## src/rtl/bpsk_sym_map.sv

```systemverilog
// BPSK symbol mapper: elastic bit FIFO, optional differential
// encoder and a hold upsampler that emits SPS samples per bit.
module bpsk_sym_map #(
  parameter int SPS     = 8,
  parameter int OW      = 16,
  parameter int AMP     = 8191,
  parameter int DEPTH   = 16,
  parameter int DIFF_EN = 1
) (
  input  logic                       clk,
  input  logic                       rst_n,
  input  logic                       data_in,
  input  logic                       data_vld,
  input  logic                       en,
  input  logic                       clr_flags,
  output logic [OW-1:0]              sample_out,
  output logic                       sample_vld,
  output logic                       bit_strobe,
  output logic [$clog2(DEPTH):0]     fifo_level,
  output logic                       overflow,
  output logic                       underrun
);

  localparam int AW = $clog2(DEPTH);
  localparam int LW = AW + 1;
  localparam int CW = $clog2(SPS);

  localparam logic signed [OW-1:0] POS = OW'(AMP);
  localparam logic signed [OW-1:0] NEG = -POS;

  typedef enum logic {
    PRIME = 1'b0,
    RUN   = 1'b1
  } state_t;

  state_t          state_q, state_d;
  logic [DEPTH-1:0] mem_q, mem_d;
  logic [AW-1:0]   wr_ptr_q, wr_ptr_d;
  logic [AW-1:0]   rd_ptr_q, rd_ptr_d;
  logic [LW-1:0]   level_q, level_d;
  logic [CW-1:0]   cnt_q, cnt_d;
  logic            d_prev_q, d_prev_d;
  logic [OW-1:0]   sym_q, sym_d;
  logic [OW-1:0]   sample_out_q, sample_out_d;
  logic            sample_vld_q, sample_vld_d;
  logic            bit_strobe_q, bit_strobe_d;
  logic            ovf_q, ovf_d;
  logic            udr_q, udr_d;

  logic pop;
  logic wr_ok;
  logic full;
  logic udr_set;
  logic fifo_bit;
  logic d_bit;

  assign full = (level_q == LW'(DEPTH));

  always_comb begin
    state_d      = state_q;
    mem_d        = mem_q;
    wr_ptr_d     = wr_ptr_q;
    rd_ptr_d     = rd_ptr_q;
    cnt_d        = cnt_q;
    d_prev_d     = d_prev_q;
    sym_d        = sym_q;
    sample_out_d = sample_out_q;
    sample_vld_d = 1'b0;
    bit_strobe_d = 1'b0;
    pop          = 1'b0;
    udr_set      = 1'b0;
    fifo_bit     = mem_q[rd_ptr_q];
    d_bit        = 1'b0;

    unique case (state_q)
      PRIME: begin
        cnt_d        = '0;
        sample_out_d = '0;
        if (level_q >= LW'(DEPTH / 2)) begin
          state_d = RUN;
        end
      end
      RUN: begin
        if (en) begin
          if (cnt_q == '0) begin
            // A bit boundary with nothing buffered drops back to priming.
            if (level_q == '0) begin
              udr_set      = 1'b1;
              sample_out_d = '0;
              state_d      = PRIME;
            end else begin
              pop          = 1'b1;
              d_bit        = (DIFF_EN != 0) ?
                             (fifo_bit ^ d_prev_q) : fifo_bit;
              d_prev_d     = d_bit;
              sym_d        = d_bit ? NEG : POS;
              sample_out_d = sym_d;
              sample_vld_d = 1'b1;
              bit_strobe_d = 1'b1;
              cnt_d        = cnt_q + 1'b1;
            end
          end else begin
            sample_out_d = sym_q;
            sample_vld_d = 1'b1;
            cnt_d        = (cnt_q == CW'(SPS - 1)) ?
                           '0 : cnt_q + 1'b1;
          end
        end
      end
    endcase

    // A same-cycle pop frees the slot a full FIFO would refuse.
    wr_ok = data_vld && (!full || pop);
    if (wr_ok) begin
      mem_d[wr_ptr_q] = data_in;
      wr_ptr_d        = wr_ptr_q + 1'b1;
    end
    if (pop) begin
      rd_ptr_d = rd_ptr_q + 1'b1;
    end
    level_d = level_q + LW'(wr_ok) - LW'(pop);

    ovf_d = (ovf_q && !clr_flags) || (data_vld && !wr_ok);
    udr_d = (udr_q && !clr_flags) || udr_set;
  end

  always_ff @(posedge clk or negedge rst_n) begin
    if (!rst_n) begin
      state_q      <= PRIME;
      mem_q        <= '0;
      wr_ptr_q     <= '0;
      rd_ptr_q     <= '0;
      level_q      <= '0;
      cnt_q        <= '0;
      d_prev_q     <= 1'b0;
      sym_q        <= '0;
      sample_out_q <= '0;
      sample_vld_q <= 1'b0;
      bit_strobe_q <= 1'b0;
      ovf_q        <= 1'b0;
      udr_q        <= 1'b0;
    end else begin
      state_q      <= state_d;
      mem_q        <= mem_d;
      wr_ptr_q     <= wr_ptr_d;
      rd_ptr_q     <= rd_ptr_d;
      level_q      <= level_d;
      cnt_q        <= cnt_d;
      d_prev_q     <= d_prev_d;
      sym_q        <= sym_d;
      sample_out_q <= sample_out_d;
      sample_vld_q <= sample_vld_d;
      bit_strobe_q <= bit_strobe_d;
      ovf_q        <= ovf_d;
      udr_q        <= udr_d;
    end
  end

  assign sample_out = sample_out_q;
  assign sample_vld = sample_vld_q;
  assign bit_strobe = bit_strobe_q;
  assign fifo_level = level_q;
  assign overflow   = ovf_q;
  assign underrun   = udr_q;

endmodule
```

## config.mk

```make
export PLATFORM = sky130hd
export DESIGN_NAME = bpsk_sym_map
export DESIGN_NICKNAME = d
export VERILOG_FILES = /design/src/rtl/bpsk_sym_map.sv
export SDC_FILE = /design/constraint.sdc
export NUM_CORES = 1
export LEC_CHECK = 0
export ABC_CLOCK_PERIOD_IN_PS = 3000
export BUFFER_PORTS_ARGS = -buffer_cell sky130_fd_sc_hd__buf_2
export CAP_MARGIN = 10
export CORE_ASPECT_RATIO = 0.5
export CORE_MARGIN = 1.5
export CORE_UTILIZATION = 58
export CTS_BUF_LIST = sky130_fd_sc_hd__clkbuf_4 sky130_fd_sc_hd__clkbuf_8 sky130_fd_sc_hd__clkbuf_16
export CTS_CLUSTER_SIZE = 14
export DETAILED_ROUTE_END_ITERATION = 16
export PLACE_DENSITY_LB_ADDON = 0.05
export SLEW_MARGIN = 10
export SYNTH_ARGS = -nofsm -noshare
export SYNTH_HDL_FRONTEND = slang
export SYNTH_SLANG_ARGS = --single-unit
```

## constraint.sdc

```tcl
create_clock -name clk -period 3 [get_ports clk]
set_input_delay 0.15 -clock clk [delete_from_list [all_inputs] [get_ports clk]]
set_output_delay 0.15 -clock clk [all_outputs]
set_load 0.02 [all_outputs]
```

# ---- After elaboration in Yosys (flattened, before gate mapping)
# Index checks and enable logic that the tools add are counted.
dict set report op_classes {
  addsub 5
  order_cmp 4
  n_eq_ne 4
  muxes 29
  bitwise 3
  n_reduce_logical 15
}
# cell n
set ops {}
lappend ops {{16-bit 2-to-1 mux} 4}
lappend ops {{16-bit one-hot mux with 2 select lines} 1}
lappend ops {{16-bit bitwise mux} 1}
lappend ops {{1-bit 2-to-1 mux} 15}
lappend ops {{3-bit 2-to-1 mux} 4}
lappend ops {{4-bit by 5-bit < comparator with 1-bit output, second input constant} 2}
lappend ops {{4-bit by 1-bit adder with 4-bit output, second input constant} 2}
lappend ops {{3-bit one-hot mux with 2 select lines} 1}
lappend ops {{5-bit by 1-bit adder with 5-bit output} 1}
lappend ops {{5-bit equality test, second input constant} 1}
lappend ops {{5-bit by 4-bit >= comparator with 1-bit output, second input constant} 1}
lappend ops {{1-bit logical AND} 5}
lappend ops {{5-bit logical NOT} 1}
lappend ops {{5-bit by 1-bit subtractor with 5-bit output} 1}
lappend ops {{1-bit binary-select mux with 4-bit select} 1}
lappend ops {{1-bit demux with 4-bit select} 1}
lappend ops {{4-bit by 1-bit >= comparator with 1-bit output, second input constant} 1}
lappend ops {{4-bit AND reduction} 1}
lappend ops {{3-bit by 1-bit adder with 3-bit output, second input constant} 1}
lappend ops {{3-bit equality test, second input constant} 1}
lappend ops {{1-bit logical NOT} 3}
lappend ops {{3-bit logical NOT} 1}
lappend ops {{1-bit logical OR} 3}
lappend ops {{3-bit inequality test, second input constant} 1}
lappend ops {{other kinds (5)} 6}
dict set report word_totals {
  reg_bits 70
  inputBits 6
  output_inout_bits 25
}

# ---- Longest topological paths before layout
dict set report depth {
  word_depth 10
  mapped_depth 15
  mapped_depth_nobuf 14
}

# ---- Worst setup path before layout
# OpenSTA, ideal clock, no wires.
dict set report synth_timing {
  path_kind {register -> register}
  from {register level_q[2], in the netlist fifo_level[2]}
  to {register level_q[4], in the netlist fifo_level[4]}
  arrival_time_ns 2.620
  t_required_ns 2.920
  slack_ns 0.300
  path_stages_with_launch 16
  n_path_buf 1
  cell_sequence {dfrtp_1 -> inv_1 -> ha_1 -> nor3b_2 -> a31oi_4 -> buf_6 -> inv_1 -> ha_1 -> inv_1 -> ha_1 -> inv_1 -> fa_1 -> inv_1 -> a21oi_1 -> o21bai_1 -> xnor2_1}
}
dict set report synth_via {
  elab_chain_cells 9
  word_cells_on_any_way 11
  classes_between {add/sub: 2; eq/ne: 1; mux: 4; reduce/logical: 4}
}
# item line_no
set synth_lines {}
lappend synth_lines {{from (decl)} 40} ;# logic [LW-1:0] level_q, level_d;
lappend synth_lines {{from (signal assigned)} 147} ;# level_q <= level_d;
lappend synth_lines {{5-bit logical NOT} 87} ;# if (level_q == '0) begin
lappend synth_lines {{1-bit 2-to-1 mux} 87}
lappend synth_lines {{1-bit 2-to-1 mux} 85} ;# if (cnt_q == '0) begin
lappend synth_lines {{1-bit 2-to-1 mux} 84} ;# if (en) begin
lappend synth_lines {{1-bit 2-to-1 mux} 75} ;# unique case (state_q)
lappend synth_lines {{1-bit logical OR} 113} ;# wr_ok = data_vld && (!full || pop);
lappend synth_lines {{1-bit logical AND} 113}
lappend synth_lines {{5-bit by 1-bit adder with 5-bit output} 121} ;# level_d = level_q + LW'(wr_ok) - LW'(pop);
lappend synth_lines {{5-bit by 1-bit subtractor with 5-bit output (*)} 121}
lappend synth_lines {{net level_d[4]} 40}
# Mark *: on every way through the listed nets, which the timed path passes. The rest lies on a longest branch.
# A chain may end at the register's enable or synchronous reset.

# ---- Final worst setup path
dict set report layout_timing {
  from {register level_q[3], in the netlist fifo_level[3]}
  to {register level_q[4], in the netlist fifo_level[4]}
}
dict set report layout_via {
  elab_chain_cells 9
  word_cells_on_any_way 11
  classes_between {add/sub: 2; eq/ne: 1; mux: 4; reduce/logical: 4}
}
# item line_no
set layout_lines {}
lappend layout_lines {{5-bit logical NOT (*)} 87}
lappend layout_lines {{1-bit 2-to-1 mux (*) (4 in series)} --}
lappend layout_lines {{net bit_strobe_d} 46} ;# logic bit_strobe_q, bit_strobe_d;
lappend layout_lines {{1-bit logical OR} 113}
lappend layout_lines {{1-bit logical AND} 113}
lappend layout_lines {{5-bit by 1-bit adder with 5-bit output} 121}
lappend layout_lines {{5-bit by 1-bit subtractor with 5-bit output (*)} 121}
lappend layout_lines {{net level_d[4]} 40}
# Marks and branches as above.

==> impl_results.md <==
- Row cnt: 16
- Commonest non-fill, non-tap cell in the layout: dfrtp_1
- Clock Skews: 0.00960 ns
- CP Max Fanout: 7
- Power Internal: about 0.0016 W
- Largest net degree at the start of global routing: 44
- P&R area growth vs syn: 7.06%
- # hold bufs at CTS: 0
- Post-CTS sizing: 0
- Logic pwr share: a little under half
- Top area cells in the synthesized netlist: dfrtp_1 (44%), ha_1 (8.2%), mux2_1 (6.9%), buf_4 (4.3%), mux4_2 (3.7%)
- Worst reg2reg path depth: 14
- Initial Util: roughly three fifths
- Post-CTS setup buffer count: 0
- Total congestion overflow: 0
- Post-Syn Instances: between 200 and 250
- NetSw: approximately 0.0012 W
- WHS: -0.00566 ns
- Clock Path Buffers: 2
- Register area share after synthesis: a little over two fifths
- RSZ-0062 raised after global routing: false
- TNS Setup: 0 ns
- CP Class: reg2reg
- Switching Fraction: a little over two fifths
- Failing checks: hold timing
- Clock power frac: between 10% and 20%
- Maximum vdd drop: around 0.5 mV
- Post-Syn Nets: between 200 and 250
- Via Count: ~1600
- Width of the die: 94.9 microns
- Leakage: 1.24 nW
- Setup violations, final: 0
- Max-Cap Viols: 0
- Synth area leader: dfrtp_1
- RePlAce Congestion: 0.773
- DP HPWL: 2970 microns
- Slew Limit Fails: 0
- Fmax: ~360 MHz
- WP depth: 14
- Actual slew at the worst max-slew pin: 0.948 ns
- Final WL: ~4200 microns
- Most frequent CP cell: inv_1
- Wire length on met3: 232 microns
- Routed vias/inst: approximately 5.6
- WL met2: ~1900 microns
- Yosys reg bits: 43
- Post-layout minimum cycle time: approximately 2.8 ns
- Sequential share of power: between 30% and 40%
- Final #Nets: 253
- H-Tree Depth: 2
- Critical Path RT: 3.22 ns
- Normalized max-slew margin: between 30% and 40%
- Antenna cells: 0
- CP startpoint kind: flip-flop
- CTS tree: yes
- Inserted Clock Buffers: 5
- Mean post-synth cell area: 11.5 sq um
- Worst r2r dst: fifo_level[4]$_DFF_PN0_
- Max Used Layer: met4
- Root Buffer: clkbuf_8
- Drt initial violations: 73
- DRC: 0
- CP startpoint: fifo_level[3]$_DFF_PN0_
- Most frequent cells in the layout: dfrtp_1 (43), buf_2 (30), inv_1 (20)
- Family with the most delay on the worst path: adder cells
- Fraction of layout cells with a size suffix above 1: approximately a quarter
- Critical path cell sequence: inv_1 > ha_1 > nor4b_4 > or2_1 > inv_2 > ha_1 > inv_1 > ha_1 > inv_1 > fa_1 > inv_1 > a21oi_1 > o21bai_1 > xnor2_1
- Die ar.: between 4000 and 5000 sq um
- Clk pin slew, worst setup/hold paths: roughly 0.09 ns
- First-pass GRT wire length: 7200 microns
- Placed cell count: 277
- Reg-to-reg critical path startpoint: fifo_level[3]$_DFF_PN0_
- Final Cycle Share: 92.3%
- Initial antenna violation count: 0
- All-Layer GR Usage: 20.2%
- Placed Instance Area: around 2500 sq um
- First-pass DRT Iterations: 4
- Fillers: around 320
- Die Ht: between 40 and 50 microns
- Post-synth cell types: 42
- YS warnings: 0
- Ports: 31
- Share of the synthesized area in the top cell type: a little over two fifths
- Core box area: about 4000 sq um
- WL met1: between 1500 and 2000 microns
- CTS Sinks: 43
- Clk_lat worst skew: 0.30 ns
- Mapped Area: ~2400 sq um
- Vias in the first global route: 1539
- Crit-path max cell delay: 0.41 ns
- P per Cell Area: between 1000 and 1500 nW/um^2
- WL per Instance: around 15 microns
- Worst Setup EP: fifo_level[4]$_DFF_PN0_
- Final Hold Fails: 15
- Worst hold path class: in2async
- Status: complete, but fails checks
- Post-route cell area: 2620 sq um
- Max stage delay cell, worst path: dfrtp_1
- Critical Path Sink Type: flip-flop
- Reg2Reg Setup Slack: around 0.23 ns
- ANT nets after route: 0
- Data arrival, critical path: approximately 3 ns
- Port-buffer cells: 30
- Buffers and inverters on the worst path: 5
- Non-filler cells, final: between 200 and 300
## worst min-delay path by stage
| stage | start | to | slack (ns) | cells past startpoint |
|---|---|---|---|---|
| after detailed placement | rst_n | cnt_q[0]$_DFFE_PN0P_ | 0.35 | 1 |
| final | rst_n | underrun$_DFF_PN0_ | -0.006 | 1 |
| after global routing | clr_flags | overflow$_DFF_PN0_ | 0.04 | 2 |
| after global placement | clr_flags | overflow$_DFF_PN0_ | 0.34 | 2 |
| after floorplan | rst_n | bit_strobe$_DFF_PN0_ | -0.15 | 0 |
| after CTS | rst_n | cnt_q[0]$_DFFE_PN0P_ | 0.03 | 1 |
## synthesized netlist by cell type
cell / n
mux2_1: 15
nor2_1: 4
a311oi_1: 1
a31oi_4: 1
nor3_1: 1
nand2b_1: 2
nand4b_4: 1
o211ai_1: 1
inv_1: 20
buf_4: 14
xnor2_1: 9
buf_2: 2
a32oi_1: 1
a22oi_4: 2
fa_1: 1
buf_6: 4
nor4b_4: 1
nor2b_1: 6
a21boi_0: 2
mux2_2: 2
ha_1: 16
a21oi_2: 1
nand3_1: 16
a211o_2: 1
a21o_1: 2
o2bb2ai_1: 1
a32o_1: 1
and2_1: 1
a31oi_1: 1
o21bai_1: 1
inv_2: 1
nand2_1: 11
o21ai_0: 3
a21oi_1: 5
or2_1: 1
mux4_2: 4
dfrtp_1: 43
nor3b_2: 1
clkbuf_1: 1
xor2_1: 1
a211o_1: 1
nand4_1: 9
## routing by layer
| metal | GRT usage, % | up-vias |
|---|---|---|
| li1 | - | 756 |
| met2 | 32.7 | 42 |
| met5 | 0 | - |
| met4 | 3.48 | 0 |
| met1 | 27.8 | 787 |
| met3 | 5.45 | 7 |
## sequential cells by signal, summed over array words and instances (netlist names)
| name | flops |
|---|---|
| mem_q | 16 |
| underrun | 1 |
| wr_ptr_q | 4 |
| sample_out | 3 |
| cnt_q | 3 |
| overflow | 1 |
| rd_ptr_q | 4 |
| state_q | 1 |
| sym_q | 3 |
| bit_strobe | 1 |
| sample_vld | 1 |
| fifo_level | 5 |
## power groups by stage
stage          combinational [W]  sequential [W]  clock, W
2_1_floorplan            0.00114         0.00109         0
3_3_place_gp             0.00131         0.00110         0
3_5_place_dp             0.00134         0.00112         0
4_1_cts                  0.00135         0.00111  0.000427
5_1_grt                  0.00149         0.00115  0.000452
6_report                 0.00133         0.00110  0.000415
## area by class of cell
cell class              count  area (sq um)  share of cell area, %
clock buffers               7          96.3                   3.68
clock inverters             1          7.51                  0.287
inverters                  21          78.8                   3.01
multi-input cells         127          1130                   43.1
flip-flops and latches     43          1080                   41.1
well taps                  54          67.6                   2.58
repair buffers             32           165                   6.30
## cells by family after synthesis
| group | share of synthesized area [%] |
|---|---|
| simple gates | 13.1 |
| flops | 44.0 |
| buf+inv | 9.92 |
| compound gates | 8.95 |
| mux | 11.5 |
| fa+ha+maj | 9.00 |
| xor+xnor | 3.58 |
## stage by stage
stage / setup WS [ns] / utilization, % / total power [W]
after floorplan: 0.300 / - / 0.00223
after global placement: 0.338 / 63.5 / 0.00242
after detailed placement: 0.251 / 63.5 / 0.00246
after CTS: 0.220 / 66.1 / 0.00288
after global routing: 0.00423 / 66.1 / 0.00309
final: 0.230 / 66.1 / 0.00285
No activity file was read; power rests on OpenSTA's default activity.
